[config.mk]
export PLATFORM = sky130hd
export DESIGN_NAME = fp_topk_select_flat
export DESIGN_NICKNAME = d
export VERILOG_FILES = /design/src/rtl/fp_topk_select_if.sv /design/src/rtl/fp_topk_select.sv /design/src/flat_wrapper.sv
export SDC_FILE = /design/constraint.sdc
export NUM_CORES = 1
export LEC_CHECK = 0
export CAP_MARGIN = 20
export CELL_PAD_IN_SITES_DETAIL_PLACEMENT = 0
export CELL_PAD_IN_SITES_GLOBAL_PLACEMENT = 2
export CORE_MARGIN = 2
export CORE_UTILIZATION = 33
export DETAILED_ROUTE_END_ITERATION = 8
export GPL_TIMING_DRIVEN = 0
export PLACE_DENSITY_LB_ADDON = 0.1
export RECOVER_POWER = 50
export SKIP_LAST_GASP = 1
export SYNTH_ARGS = -nofsm -noshare
export SYNTH_HDL_FRONTEND = slang
export SYNTH_SLANG_ARGS = --single-unit
[constraint.sdc]
create_clock -name clk -period 4.9 [get_ports clk]
set_input_delay 0.98 -clock clk [delete_from_list [all_inputs] [get_ports clk]]
set_output_delay 0.98 -clock clk [all_outputs]
set_load 0.02 [all_outputs]
[src/rtl/fp_topk_select_if.sv]
// Candidate stream in, sorted top-K result set out.
// DUT uses slave; the producer/consumer side uses master.
interface fp_topk_select_if #(
    parameter int DW = 32,
    parameter int K  = 4,
    parameter int IW = 16
);
    logic            in_vld;
    logic            in_rdy;
    logic [IW-1:0]   in_idx;
    logic [DW-1:0]   in_dat;
    logic            in_last;
    logic            out_vld;
    logic            out_rdy;
    logic [K*IW-1:0] out_idx;
    logic [K*DW-1:0] out_dat;
    logic [K-1:0]    out_msk;

    modport master (
        output in_vld, in_idx, in_dat, in_last, out_rdy,
        input  in_rdy, out_vld, out_idx, out_dat, out_msk
    );

    modport slave (
        input  in_vld, in_idx, in_dat, in_last, out_rdy,
        output in_rdy, out_vld, out_idx, out_dat, out_msk
    );
endinterface

[src/rtl/fp_topk_select.sv]
// Streaming K-smallest selector over sign-magnitude distances.
// One-cycle sorted insertion; result held until the consumer accepts.
module fp_topk_select #(
    parameter int DW = 32,
    parameter int K  = 4,
    parameter int IW = 16
) (
    input logic           clk,
    input logic           rst,
    fp_topk_select_if.slave s
);
    typedef enum logic {COLLECT, DONE} state_t;

    state_t        r_state;
    logic          r_in_rdy;
    logic          r_out_vld;
    logic [IW-1:0] r_idx [K];
    logic [DW-1:0] r_dat [K];
    logic [K-1:0]  r_msk;

    logic          w_xfer;
    logic          w_done;
    logic [DW-1:0] w_nkey;
    logic [K-1:0]  w_lt;
    logic [IW-1:0] w_nidx [K];
    logic [DW-1:0] w_ndat [K];
    logic [K-1:0]  w_nmsk;
    logic [K*IW-1:0] w_oidx;
    logic [K*DW-1:0] w_odat;

    // Unsigned key whose order matches sign-magnitude order; +0 == -0.
    function automatic logic [DW-1:0] f_key(input logic [DW-1:0] d);
        if (d[DW-2:0] == '0)
            return {1'b1, {(DW-1){1'b0}}};
        else if (d[DW-1])
            return ~d;
        else
            return {1'b1, d[DW-2:0]};
    endfunction

    assign w_xfer = s.in_vld && r_in_rdy;
    assign w_done = r_out_vld && s.out_rdy;

    // Slot-wise "new candidate goes at or before here"; empties always lose.
    always_comb begin
        w_nkey = f_key(s.in_dat);
        w_lt   = '0;
        for (int i = 0; i < K; i++)
            w_lt[i] = !r_msk[i] || (w_nkey < f_key(r_dat[i]));
    end

    // Shifted slot contents: first true slot takes the candidate, later ones shift up.
    always_comb begin
        w_nidx[0] = w_lt[0] ? s.in_idx : r_idx[0];
        w_ndat[0] = w_lt[0] ? s.in_dat : r_dat[0];
        w_nmsk[0] = w_lt[0] ? 1'b1     : r_msk[0];
        for (int i = 1; i < K; i++) begin
            if (!w_lt[i]) begin
                w_nidx[i] = r_idx[i];
                w_ndat[i] = r_dat[i];
                w_nmsk[i] = r_msk[i];
            end else if (w_lt[i-1]) begin
                w_nidx[i] = r_idx[i-1];
                w_ndat[i] = r_dat[i-1];
                w_nmsk[i] = r_msk[i-1];
            end else begin
                w_nidx[i] = s.in_idx;
                w_ndat[i] = s.in_dat;
                w_nmsk[i] = 1'b1;
            end
        end
    end

    // Pack slot registers onto the result bus, slot 0 in the low bits.
    always_comb begin
        w_oidx = '0;
        w_odat = '0;
        for (int i = 0; i < K; i++) begin
            w_oidx[i*IW +: IW] = r_idx[i];
            w_odat[i*DW +: DW] = r_dat[i];
        end
    end

    assign s.in_rdy  = r_in_rdy;
    assign s.out_vld = r_out_vld;
    assign s.out_idx = w_oidx;
    assign s.out_dat = w_odat;
    assign s.out_msk = r_msk;

    // Collect/hand-off FSM with registered handshakes and slot storage.
    always_ff @(posedge clk or negedge rst) begin
        if (!rst) begin
            r_state   <= COLLECT;
            r_in_rdy  <= 1'b0;
            r_out_vld <= 1'b0;
            r_msk     <= '0;
            for (int i = 0; i < K; i++) begin
                r_idx[i] <= '0;
                r_dat[i] <= '1;
            end
        end else begin
            unique case (r_state)
                COLLECT: begin
                    r_in_rdy <= 1'b1;
                    if (w_xfer) begin
                        r_msk <= w_nmsk;
                        for (int i = 0; i < K; i++) begin
                            r_idx[i] <= w_nidx[i];
                            r_dat[i] <= w_ndat[i];
                        end
                        if (s.in_last) begin
                            r_state   <= DONE;
                            r_in_rdy  <= 1'b0;
                            r_out_vld <= 1'b1;
                        end
                    end
                end
                DONE: begin
                    if (w_done) begin
                        r_state   <= COLLECT;
                        r_in_rdy  <= 1'b1;
                        r_out_vld <= 1'b0;
                        r_msk     <= '0;
                        for (int i = 0; i < K; i++) begin
                            r_idx[i] <= '0;
                            r_dat[i] <= '1;
                        end
                    end
                end
                default: r_state <= COLLECT;
            endcase
        end
    end
endmodule

[src/flat_wrapper.sv]
// flat-port wrapper written by rule: the top's interface ports become plain ports
module fp_topk_select_flat 
#(
    parameter int DW = 32,
    parameter int K  = 4,
    parameter int IW = 16
)
  (clk, rst, s_in_vld, s_in_idx, s_in_dat, s_in_last, s_out_rdy, s_in_rdy, s_out_vld, s_out_idx, s_out_dat, s_out_msk);
  fp_topk_select_if #(.DW(DW), .K(K), .IW(IW)) s_i ();
  input logic clk;
  input logic rst;
  input wire logic [$bits(s_i.in_vld)-1:0] s_in_vld;
  input wire logic [$bits(s_i.in_idx)-1:0] s_in_idx;
  input wire logic [$bits(s_i.in_dat)-1:0] s_in_dat;
  input wire logic [$bits(s_i.in_last)-1:0] s_in_last;
  input wire logic [$bits(s_i.out_rdy)-1:0] s_out_rdy;
  output wire logic [$bits(s_i.in_rdy)-1:0] s_in_rdy;
  output wire logic [$bits(s_i.out_vld)-1:0] s_out_vld;
  output wire logic [$bits(s_i.out_idx)-1:0] s_out_idx;
  output wire logic [$bits(s_i.out_dat)-1:0] s_out_dat;
  output wire logic [$bits(s_i.out_msk)-1:0] s_out_msk;
  assign s_i.in_vld = s_in_vld;
  assign s_i.in_idx = s_in_idx;
  assign s_i.in_dat = s_in_dat;
  assign s_i.in_last = s_in_last;
  assign s_i.out_rdy = s_out_rdy;
  assign s_in_rdy = s_i.in_rdy;
  assign s_out_vld = s_i.out_vld;
  assign s_out_idx = s_i.out_idx;
  assign s_out_dat = s_i.out_dat;
  assign s_out_msk = s_i.out_msk;
  fp_topk_select #(.DW(DW), .K(K), .IW(IW)) u_core (.clk(clk), .rst(rst), .s(s_i));
endmodule
==> flow_summary.json, run 1 <==
{
  "status": "complete, but fails checks",
  "violations": "capacitance limit, slew limit",
  "post-route-period-util_pct": 97.17,
  "grt_setup_unrepaired": "true",
  "r2r_start": "u_core.s.out_dat[33]",
  "drtIter0Drc": 788,
  "hold-worst-slack_ps": 525.2,
  "cp.arrival_ps": 5130,
  "cts_buffers": 17,
  "dieWidth_um": 217.1,
  "io_pins": 251,
  "port_buffers": 248,
  "hold_viol_final": 0,
  "synth_enable_flop_cells": 0,
  "synthArstFlopShare_pct": 100.0,
  "antenna_found_initial": 0,
  "synth_cell_types": 59,
  "avgSynthCellArea_um2": 9.129,
  "hold_end": "u_core.s.out_idx[57]",
  "worstHoldStart": "u_core.s.out_idx[57]",
  "grt_pass1_vias": 13660,
  "dp_hpwl_um": 48170,
  "coreArea_um2": 45090,
  "synth-seq-area-share_pct": 34.31,
  "yosys.area.top_type_share_pct": 22.45,
  "die_area_um2": 47120,
  "grt-ovfl-total": 0,
  "grt_max_degree": 102,
  "drc_errors": 0,
  "reg2reg_depth": 17,
  "ys.flop_type": "dfstp_2",
  "vias": 13440,
  "setup_viol": 0,
  "yosysMostFrequentCell": "mux2i_1",
  "path_max_fanout": 10,
  "tightest_slew_ps": 2683,
  "n_antenna_cell": 0,
  "skew_ps": 16.45,
  "ys.warnings.count": 0,
  "clkSlewWorstSetupHoldPaths_ps": 80,
  "grt_pass1_wl_um": 91470,
  "p_per_area_nw_per_um2": 808.0,
  "clock_latency_ps": 510,
  "std_cell_rows": 78,
  "drive_above_1_share_pct": 15.31,
  "totalWireLength_um": 61600,
  "power_leakage_nw": 8.970,
  "relSlewSlack_pct": -78.88,
  "hp-class": "register to register",
  "synth_largest_area_cell": "dfstp_2",
  "wl_per_cell_um": 24.32,
  "finalSetupTns_ps": 0,
  "timing.rr.end": "u_core.s.out_idx[24]",
  "cap_violations": 1,
  "h-tree-depth": 4,
  "syn_to_final_growth_pct": 27.88,
  "synth_area_um2": 14980,
  "hold_depth": 2,
  "cts_tree": "done",
  "drv_slew": 100,
  "synth_area_leaders": "dfstp_2 (22%), mux2i_1 (16%), dfrtp_1 (12%), ha_1 (10%), xor2_1 (7.1%)",
  "fmax_mhz": 210.0,
  "ctsRootBufferMaster": "clkbuf_16",
  "vias_per_cell": 5.307,
  "dr.pass1.iters": 5,
  "start_util_pct": 33.23,
  "gr-usage-all-layers_pct": 26.40,
  "nets": 2093,
  "ant_nets": 0,
  "end_kind": "register",
  "r2r_slack_ps": 180,
  "critPathRequiredTime_ps": 5270,
  "syn_inst": 1641,
  "cts.sinks": 199,
  "die_y_um": 217.1,
  "place_congestion": 0.8882,
  "yosys-top-cells-count": "mux2i_1 (239), nand2_1 (192), nor2_1 (148)",
  "path_class": "input port to register",
  "syn-num-nets": 1814,
  "finalWorstPathRequiredPeriod_ps": 4761,
  "crit_path_start_kind": "input port",
  "peakVddDrop_mv": 0.3462,
  "cts_max_path_buffers": 2,
  "ys_seq_elements": 199
}
[critical path, stage by stage]
cell,delay (ps)
clkdlybuf4s15_2,320
nor4_4,350
nand4_1,190
nor2_2,170
clkbuf_8,190
buf_6,170
nor2_2,110
ha_1,310
and3_1,190
nand4_1,180
a2111oi_2,270
o311ai_1,160
a311o_1,410
buf_4,190
and2_1,160
buf_4,130
buf_6,160
clkbuf_4,210
a21oi_1,180
o21ai_1,70
[cell usage in the layout, fill, tap and decap left out, types with 71 or more instances in the layout]
master,Yosys,layout
mux2i_1,239,239
clkdlybuf4s50_1,0,123
nor2_1,148,137
a21oi_1,100,100
ha_1,120,120
xor2_1,122,122
nand2_1,192,192
dlygate4sd3_1,0,94
dfstp_2,128,128
dfrtp_1,71,71
[flip-flops by register name, summed over array words and instances (netlist names)]
register	cells
u_core.s.out_dat	128
u_core.s.out_msk	4
u_core.r_state	1
u_core.s.out_idx	64
u_core.s.out_vld	1
u_core.s.in_rdy	1
[layer usage]
| layer | track usage [%] | up-vias | wire length [um] |
|---|---|---|---|
| met5 | 0 | - | 0 |
| met3 | 5.521 | 42 | 3281 |
| li1 | - | 6378 | - |
| met4 | 6.484 | 0 | 1103 |
| met2 | 44.70 | 327 | 29850 |
| met1 | 34.30 | 6695 | 27370 |
[cells by family after synthesis]
kind of cell,synth area share [%]
AO/OA/AOI/OAI,10.96
multiplexers,15.97
adder cells (fa/ha/maj),10.02
AND/OR/NAND/NOR,15.55
flip-flops,34.31
XOR/XNOR,9.062
buffers and inverters,4.126
[per-stage QoR]
| step | setup WS, ps | std cells | utilization (%) | total power, mW | area (um^2) |
|---|---|---|---|---|---|
| after CTS | 9.999 | 2526 | 42.28 | 15.59 | 19060 |
| final | 138.8 | 2533 | 42.49 | 15.48 | 19160 |
| after detailed placement | -2684 | 2491 | 40.48 | 13.95 | 18250 |
| after floorplan | 19.98 | 1641 | - | 10.11 | 14980 |
| after global routing | -9.805 | 2533 | 42.49 | 16.73 | 19160 |
| after global placement | -6258 | 2489 | 40.40 | 13.84 | 18210 |
[worst max path at each step]
stage | startpoint | depth (start not counted) | to | slack, ps
floorplan | s_in_dat[2] | 20 | u_core.s.out_idx[23] | 20
global placement | rst | 1 | u_core.s.out_msk[3] | -6260
detailed placement | s_in_dat[0] | 18 | u_core.s.out_dat[60] | -2680
CTS | s_in_dat[5] | 20 | u_core.s.out_idx[26] | 10
global route | s_in_dat[15] | 20 | u_core.s.out_dat[57] | -10
finish | s_in_dat[3] | 20 | u_core.s.out_idx[26] | 140
[cell type report]
type                       count  area, um^2
multi-input combinational   1309        9485
clock inverter                12       107.6
tap                          600       750.7
inverter                      20       75.07
clock buffer                  20       478.0
fill                        4611       25930
sequential                   199        5140
timing repair buffer         264        2511
buffer                       109       609.3
[where the power goes]
| group | total [mW] | leakage, nW | switching [mW] | internal (mW) |
|---|---|---|---|---|
| registers | 4.11 | 2.26 | 1.27 | 2.84 |
| logic | 9.88 | 6.42 | 5.56 | 4.32 |
| clock network | 1.48 | 0.287 | 0.760 | 0.722 |
| total | 15.5 | 8.97 | 7.60 | 7.88 |
[what timing repair did]
item,in CTS,in global routing
resized for setup,131,66
setup endpoints to repair,196,168
pin swaps,10,13
buffers inserted,4,10
hold buffers,0,0
No activity file was read; power rests on OpenSTA's default activity.
==> run 2: changes to the inputs <==
CORE_UTILIZATION = 36   (was 33)
clock period = 5.7 ns   (was 4.9 ns; I/O delays follow)
==> run 2 against run 1 <==
The run still ends with capacitance limit, slew limit left; clock skew is 0.82 ps lower; count of clock-buffer cells in the layout grew 3; die area fell by 8.2%; cell area shrank 1.8%; sequential power is 15% lower; combinational power shrank 15%; critical path type unchanged; critical endpoint is now u_core.s.out_idx[22].
==> flow_summary.json, run 2 (synthesized netlist as in run 1, its figures left out) <==
{
  "post-place-ws_ps": -1820,
  "skew_ps": 15.63,
  "total_power_mw": 13.10,
  "fmax_mhz": 184.4,
  "std_cell_rows": 74,
  "dieWidth_um": 208.0,
  "grt_use_met3_pct": 5.660,
  "antenna_found_initial": 1,
  "violations": "capacitance limit, slew limit",
  "gr-usage-all-layers_pct": 27.44,
  "cts_tree": "done",
  "path_max_fanout": 10,
  "r2r_slack_ps": 350,
  "drtIter0Drc": 848,
  "mostFrequentLayoutCell": "mux2i_1",
  "grt_pass1_vias": 13860,
  "start_util_pct": 36.61,
  "drc_errors": 0,
  "place_congestion": 0.8912,
  "io_pins": 251,
  "mostFrequentLayoutCells": "mux2i_1 (239), nand2_1 (192), nor2_1 (147)",
  "grt_setup_unrepaired": "false",
  "use_met1_pct": 36.13,
  "hold_viol_final": 0,
  "hold-worst-slack_ps": 531.9,
  "finalWorstPathRequiredPeriod_ps": 5424,
  "clkSlewWorstSetupHoldPaths_ps": 80,
  "p_per_area_nw_per_um2": 696.5,
  "grt_max_degree": 107,
  "postLayoutCellArea_um2": 18800,
  "busiest_layer": "met2",
  "cap_violations": 2,
  "tightest_slew_ps": 2743,
  "n_antenna_cell": 0,
  "drive_above_1_share_pct": 12.20,
  "coreArea_um2": 40920,
  "nets": 2086,
  "ant_nets": 0,
  "clock_latency_ps": 480,
  "finalSetupTns_ps": 0,
  "largest_reg_flops": 128,
  "peakVddDrop_mv": 0.2831,
  "finalWorstSetupSlack_ps": 276.0,
  "drv_slew": 202,
  "ctsHoldBuffers": 0,
  "critPathRequiredTime_ps": 6040,
  "end_kind": "register",
  "cts_max_path_buffers": 2,
  "grt-ovfl-total": 0,
  "syn_to_final_growth_pct": 25.52,
  "dp_hpwl_um": 46720,
  "die_area_um2": 43260,
  "post-route-period-util_pct": 95.16,
  "die_y_um": 208.0,
  "port_buffers": 248,
  "placedInstanceArea_um2": 18160,
  "vias_per_cell": 5.403,
  "vias": 13280,
  "status": "complete, but fails checks",
  "setup_viol": 0,
  "path_class": "input port to register",
  "grtUsageMet2_pct": 45.10,
  "power_leakage_nw": 8.919,
  "dr.pass1.iters": 5,
  "wl_per_cell_um": 24.15,
  "grt_pass1_wl_um": 89380,
  "h-tree-depth": 4,
  "cts.sinks": 199,
  "cts_buffers": 17,
  "relSlewSlack_pct": -82.89,
  "crit_path_start_kind": "input port",
  "cp.arrival_ps": 5760,
  "ctsRootBufferMaster": "clkbuf_16",
  "hp-class": "register to register",
  "totalWireLength_um": 59360
}
[run 2: where the power goes]
group / switching, mW / internal [mW] / total [mW] / leakage [nW]
registers: 1.04 / 2.44 / 3.48 / 2.26
clock network: 0.630 / 0.634 / 1.26 / 0.289
logic: 4.73 / 3.62 / 8.36 / 6.37
total: 6.40 / 6.70 / 13.1 / 8.92
[run 2: final timing paths]
| check | start | to | cells past startpoint |
|---|---|---|---|
| setup / recovery | s_in_dat[21] | u_core.s.out_idx[22] | 20 |
| hold / removal | u_core.s.out_idx[57] | u_core.s.out_idx[57] | 2 |
| setup reg to reg | u_core.s.out_dat[33] | u_core.s.out_idx[25] | 17 |
| hold reg to reg | u_core.s.out_idx[57] | u_core.s.out_idx[57] | 2 |
| max in group asynchronous | rst | u_core.s.out_msk[3] | 2 |
| min in group asynchronous | rst | u_core.s.out_idx[41] | 1 |
[run 2: metal layers]
metal,up-vias,part of all wire [%]
li1,6366,-
met1,6527,45
met2,321,47
met3,65,4.9
met4,2,2.7
met5,-,0.022
[run 2: through the flow]
step	util, %	instances
5_1_grt	45.95	2458
3_5_place_dp	44.38	2422
2_1_floorplan	-	1641
6_report	45.95	2458
3_3_place_gp	44.30	2421
4_1_cts	45.94	2454
[run 2: area by class of cell]
| cell class | count | area [um^2] |
|---|---|---|
| multi-input combinational | 1309 | 9324 |
| clock inverter | 9 | 78.83 |
| inverter | 20 | 75.07 |
| tap | 532 | 665.6 |
| fill | 4172 | 22120 |
| timing repair buffer | 254 | 2471 |
| buffer | 112 | 550.5 |
| clock buffer | 23 | 499.2 |
| sequential | 199 | 5140 |
[run 2: worst max-delay path: stages]
cell           delay [ps]
dlygate4sd2_1         410
nor3_2                350
nand4_1               270
nor2_2                220
clkbuf_4              240
buf_4                 210
nor2_1                160
ha_1                  330
and3_1                200
nand4_1               190
a2111oi_2             340
o311ai_1              150
a311o_1               400
buf_2                 210
and2_1                180
buf_4                 140
buf_6                 160
buf_2                 210
a21oi_1               170
o21ai_1                70
[run 2: repair_timing]
item / in CTS / in global routing
pin swaps: 1 / 4
hold endpoints to repair: 0 / 0
resized for setup: 45 / 24
endpoints found under the setup margin: 196 / 173
buffers inserted: 1 / 4
==> run 3: changes to the inputs <==
CORE_ASPECT_RATIO = 0.8   (was default)
==> run 3 against run 2 <==
The flow still finishes with violations (capacitance limit, slew limit); wire length is 1.6% higher; critical path depth down 1; cell area is 0.51% higher; combinational power increased by 1%; critical endpoint is now u_core.s.out_dat[95]; largest power group unchanged.
==> flow_summary.json, run 3 (synthesized netlist as in run 1, its figures left out) <==
{
  "path_max_fanout": 10,
  "finalWorstSetupSlack_ps": 157.5,
  "post-route-period-util_pct": 97.24,
  "wl_per_cell_um": 24.40,
  "place_congestion": 0.9168,
  "totalWireLength_um": 60290,
  "power_switching_mw": 6.523,
  "clock_latency_ps": 480,
  "drv_slew": 202,
  "peakVddDrop_mv": 0.2732,
  "grt-ovfl-total": 0,
  "cts_tree": "done",
  "syn_to_final_growth_pct": 26.16,
  "h-tree-depth": 4,
  "drc_errors": 0,
  "cts.sinks": 199,
  "mostFrequentLayoutCells": "mux2i_1 (238), nand2_1 (192), nor2_1 (147)",
  "grt_max_degree": 108,
  "gr-usage-all-layers_pct": 27.93,
  "p_int_mw": 6.785,
  "critPathRequiredTime_ps": 6100,
  "path_common_cell": "buf_4",
  "hp-class": "register to register",
  "vias_per_cell": 5.519,
  "cts_max_path_buffers": 2,
  "path_class": "input port to register",
  "dr.pass1.iters": 5,
  "ctsRootBufferMaster": "clkbuf_16",
  "critPathTopFamily": "compound AO/OA/AOI/OAI gates",
  "p_comb_share_pct": 63.6,
  "finalWorstPathRequiredPeriod_ps": 5543,
  "cp.arrival_ps": 5940,
  "clkPwrFrac_pct": 10.1,
  "start_util_pct": 36.65,
  "skew_ps": 14.06,
  "io_pins": 251,
  "seqPwrFrac_pct": 26.3,
  "port_buffers": 248,
  "ant_nets": 0,
  "drtIter0Drc": 1044,
  "p_per_area_nw_per_um2": 704.2,
  "drive_above_1_share_pct": 12.51,
  "largest_reg_flops": 128,
  "mostFrequentLayoutCell": "mux2i_1",
  "relSlewSlack_pct": -96.39,
  "cap_violations": 2,
  "status": "complete, but fails checks",
  "power_leakage_nw": 8.931,
  "die_area_um2": 43270,
  "critPathBufInv": 6,
  "coreArea_um2": 40880,
  "postLayoutCoreUtil_pct": 46.24,
  "p_sw_share_pct": 49.01,
  "cts_buffers": 17,
  "fmax_mhz": 180.4,
  "grt_pass1_wl_um": 90080,
  "path_cells": "dlygate4sd2_1 -> nor4_4 -> nand4_1 -> buf_4 -> nor2_2 -> buf_4 -> buf_4 -> nor2_1 -> ha_1 -> a21o_1 -> a211oi_1 -> a21oi_1 -> o31a_1 -> a311o_1 -> o31ai_4 -> buf_6 -> buf_6 -> mux2i_2 -> mux2i_1",
  "clkSlewWorstSetupHoldPaths_ps": 80,
  "cpMaxStageDelayCell": "nor4_4",
  "end_kind": "register",
  "die_y_um": 186.5,
  "dp_cells": 2434,
  "setup_viol": 0,
  "dp_hpwl_um": 46890,
  "tightest_slew_ps": 2946,
  "fin_cells": 2471,
  "slowest_delay_ps": 450,
  "post-place-ws_ps": -2068,
  "hold_viol_final": 0,
  "grt_pass1_vias": 13470,
  "nets": 2086,
  "hold-worst-slack_ps": 521.7,
  "violations": "capacitance limit, slew limit",
  "dieWidth_um": 232.1,
  "std_cell_rows": 66,
  "vias": 13640,
  "antenna_found_initial": 0,
  "crit_path_start_kind": "input port"
}
run 3: cell types whose count changed in the layout (fill, tap and decap cells not counted), moves of 2 or more:
cell       previous run  this run
clkbuf_2             10        13
clkinv_4              1         4
nor4_2                0         2
bufinv_16             0         3
inv_6                 3         1
clkinv_1              0         3
nor4_1               31        29
clkbuf_1             66        63
clkbuf_8              3         0
clkinv_2              2         0
run 3: worst register-to-register path: cells and delay by family (launching register included):
| family | cells | cell delay (ps) |
|---|---|---|
| compound gates | 5 | 1070 |
| flops | 1 | 380 |
| fa+ha+maj | 1 | 320 |
| simple gates | 7 | 2060 |
| buf+inv | 4 | 1280 |
run 3: area by class of cell:
cell class | count | area (um^2)
antenna | 1 | 2.502
buffer | 112 | 551.8
clock buffer | 17 | 425.4
clock inverter | 15 | 195.2
fill | 4036 | 21980
inverter | 20 | 75.07
multi-input combinational | 1309 | 9369
sequential | 199 | 5140
tap | 544 | 680.7
timing repair buffer | 254 | 2460
run 3: power by group through the flow:
| stage | Clock [mW] | Combinational, mW | Sequential (mW) |
|---|---|---|---|
| finish | 1.34 | 8.47 | 3.50 |
| global route | 1.43 | 9.31 | 3.60 |
| CTS | 1.37 | 8.52 | 3.50 |
| detailed placement | 0 | 8.46 | 3.52 |
| global placement | 0 | 8.32 | 3.51 |
| floorplan | 0 | 4.82 | 3.87 |
run 3: worst paths after layout:
| path | depth (start not counted) | startpoint | to | slack, ps |
|---|---|---|---|---|
| min in group asynchronous | 1 | rst | u_core.s.out_idx[12] | 1570 |
| hold / removal | 2 | u_core.s.out_idx[58] | u_core.s.out_idx[58] | 520 |
| max in group asynchronous | 2 | rst | u_core.s.out_idx[33] | 780 |
| hold reg to reg | 2 | u_core.s.out_idx[58] | u_core.s.out_idx[58] | 520 |
| setup reg to reg | 17 | u_core.s.out_dat[34] | u_core.s.out_idx[28] | 510 |
| setup / recovery | 19 | s_in_dat[29] | u_core.s.out_dat[95] | 160 |
run 3: repair_timing:
item / 4_1_cts / 5_1_grt
cloned: 0 / 0
hold buffers: 0 / 0
gates resized for setup: 49 / 34
setup endpoints to repair: 196 / 168
pin swaps: 0 / 7
buffers inserted: 0 / 5
run 3: per-stage QoR:
step           TNS (ps)  power, mW  instance area, um^2
2_1_floorplan         0      8.691                14980
3_3_place_gp   -1055720      11.83                18140
4_1_cts               0      13.39                18870
6_report              0      13.31                18900
3_5_place_dp    -322230      11.97                18180
5_1_grt          -14.79      14.33                18900
run 3: routing by layer:
layer | part of all wire, % | track usage (%)
met5 | 0 | 0
met3 | 5.2 | 4.462
met4 | 1.9 | 6.262
met1 | 49 | 42.21
met2 | 44 | 41.44
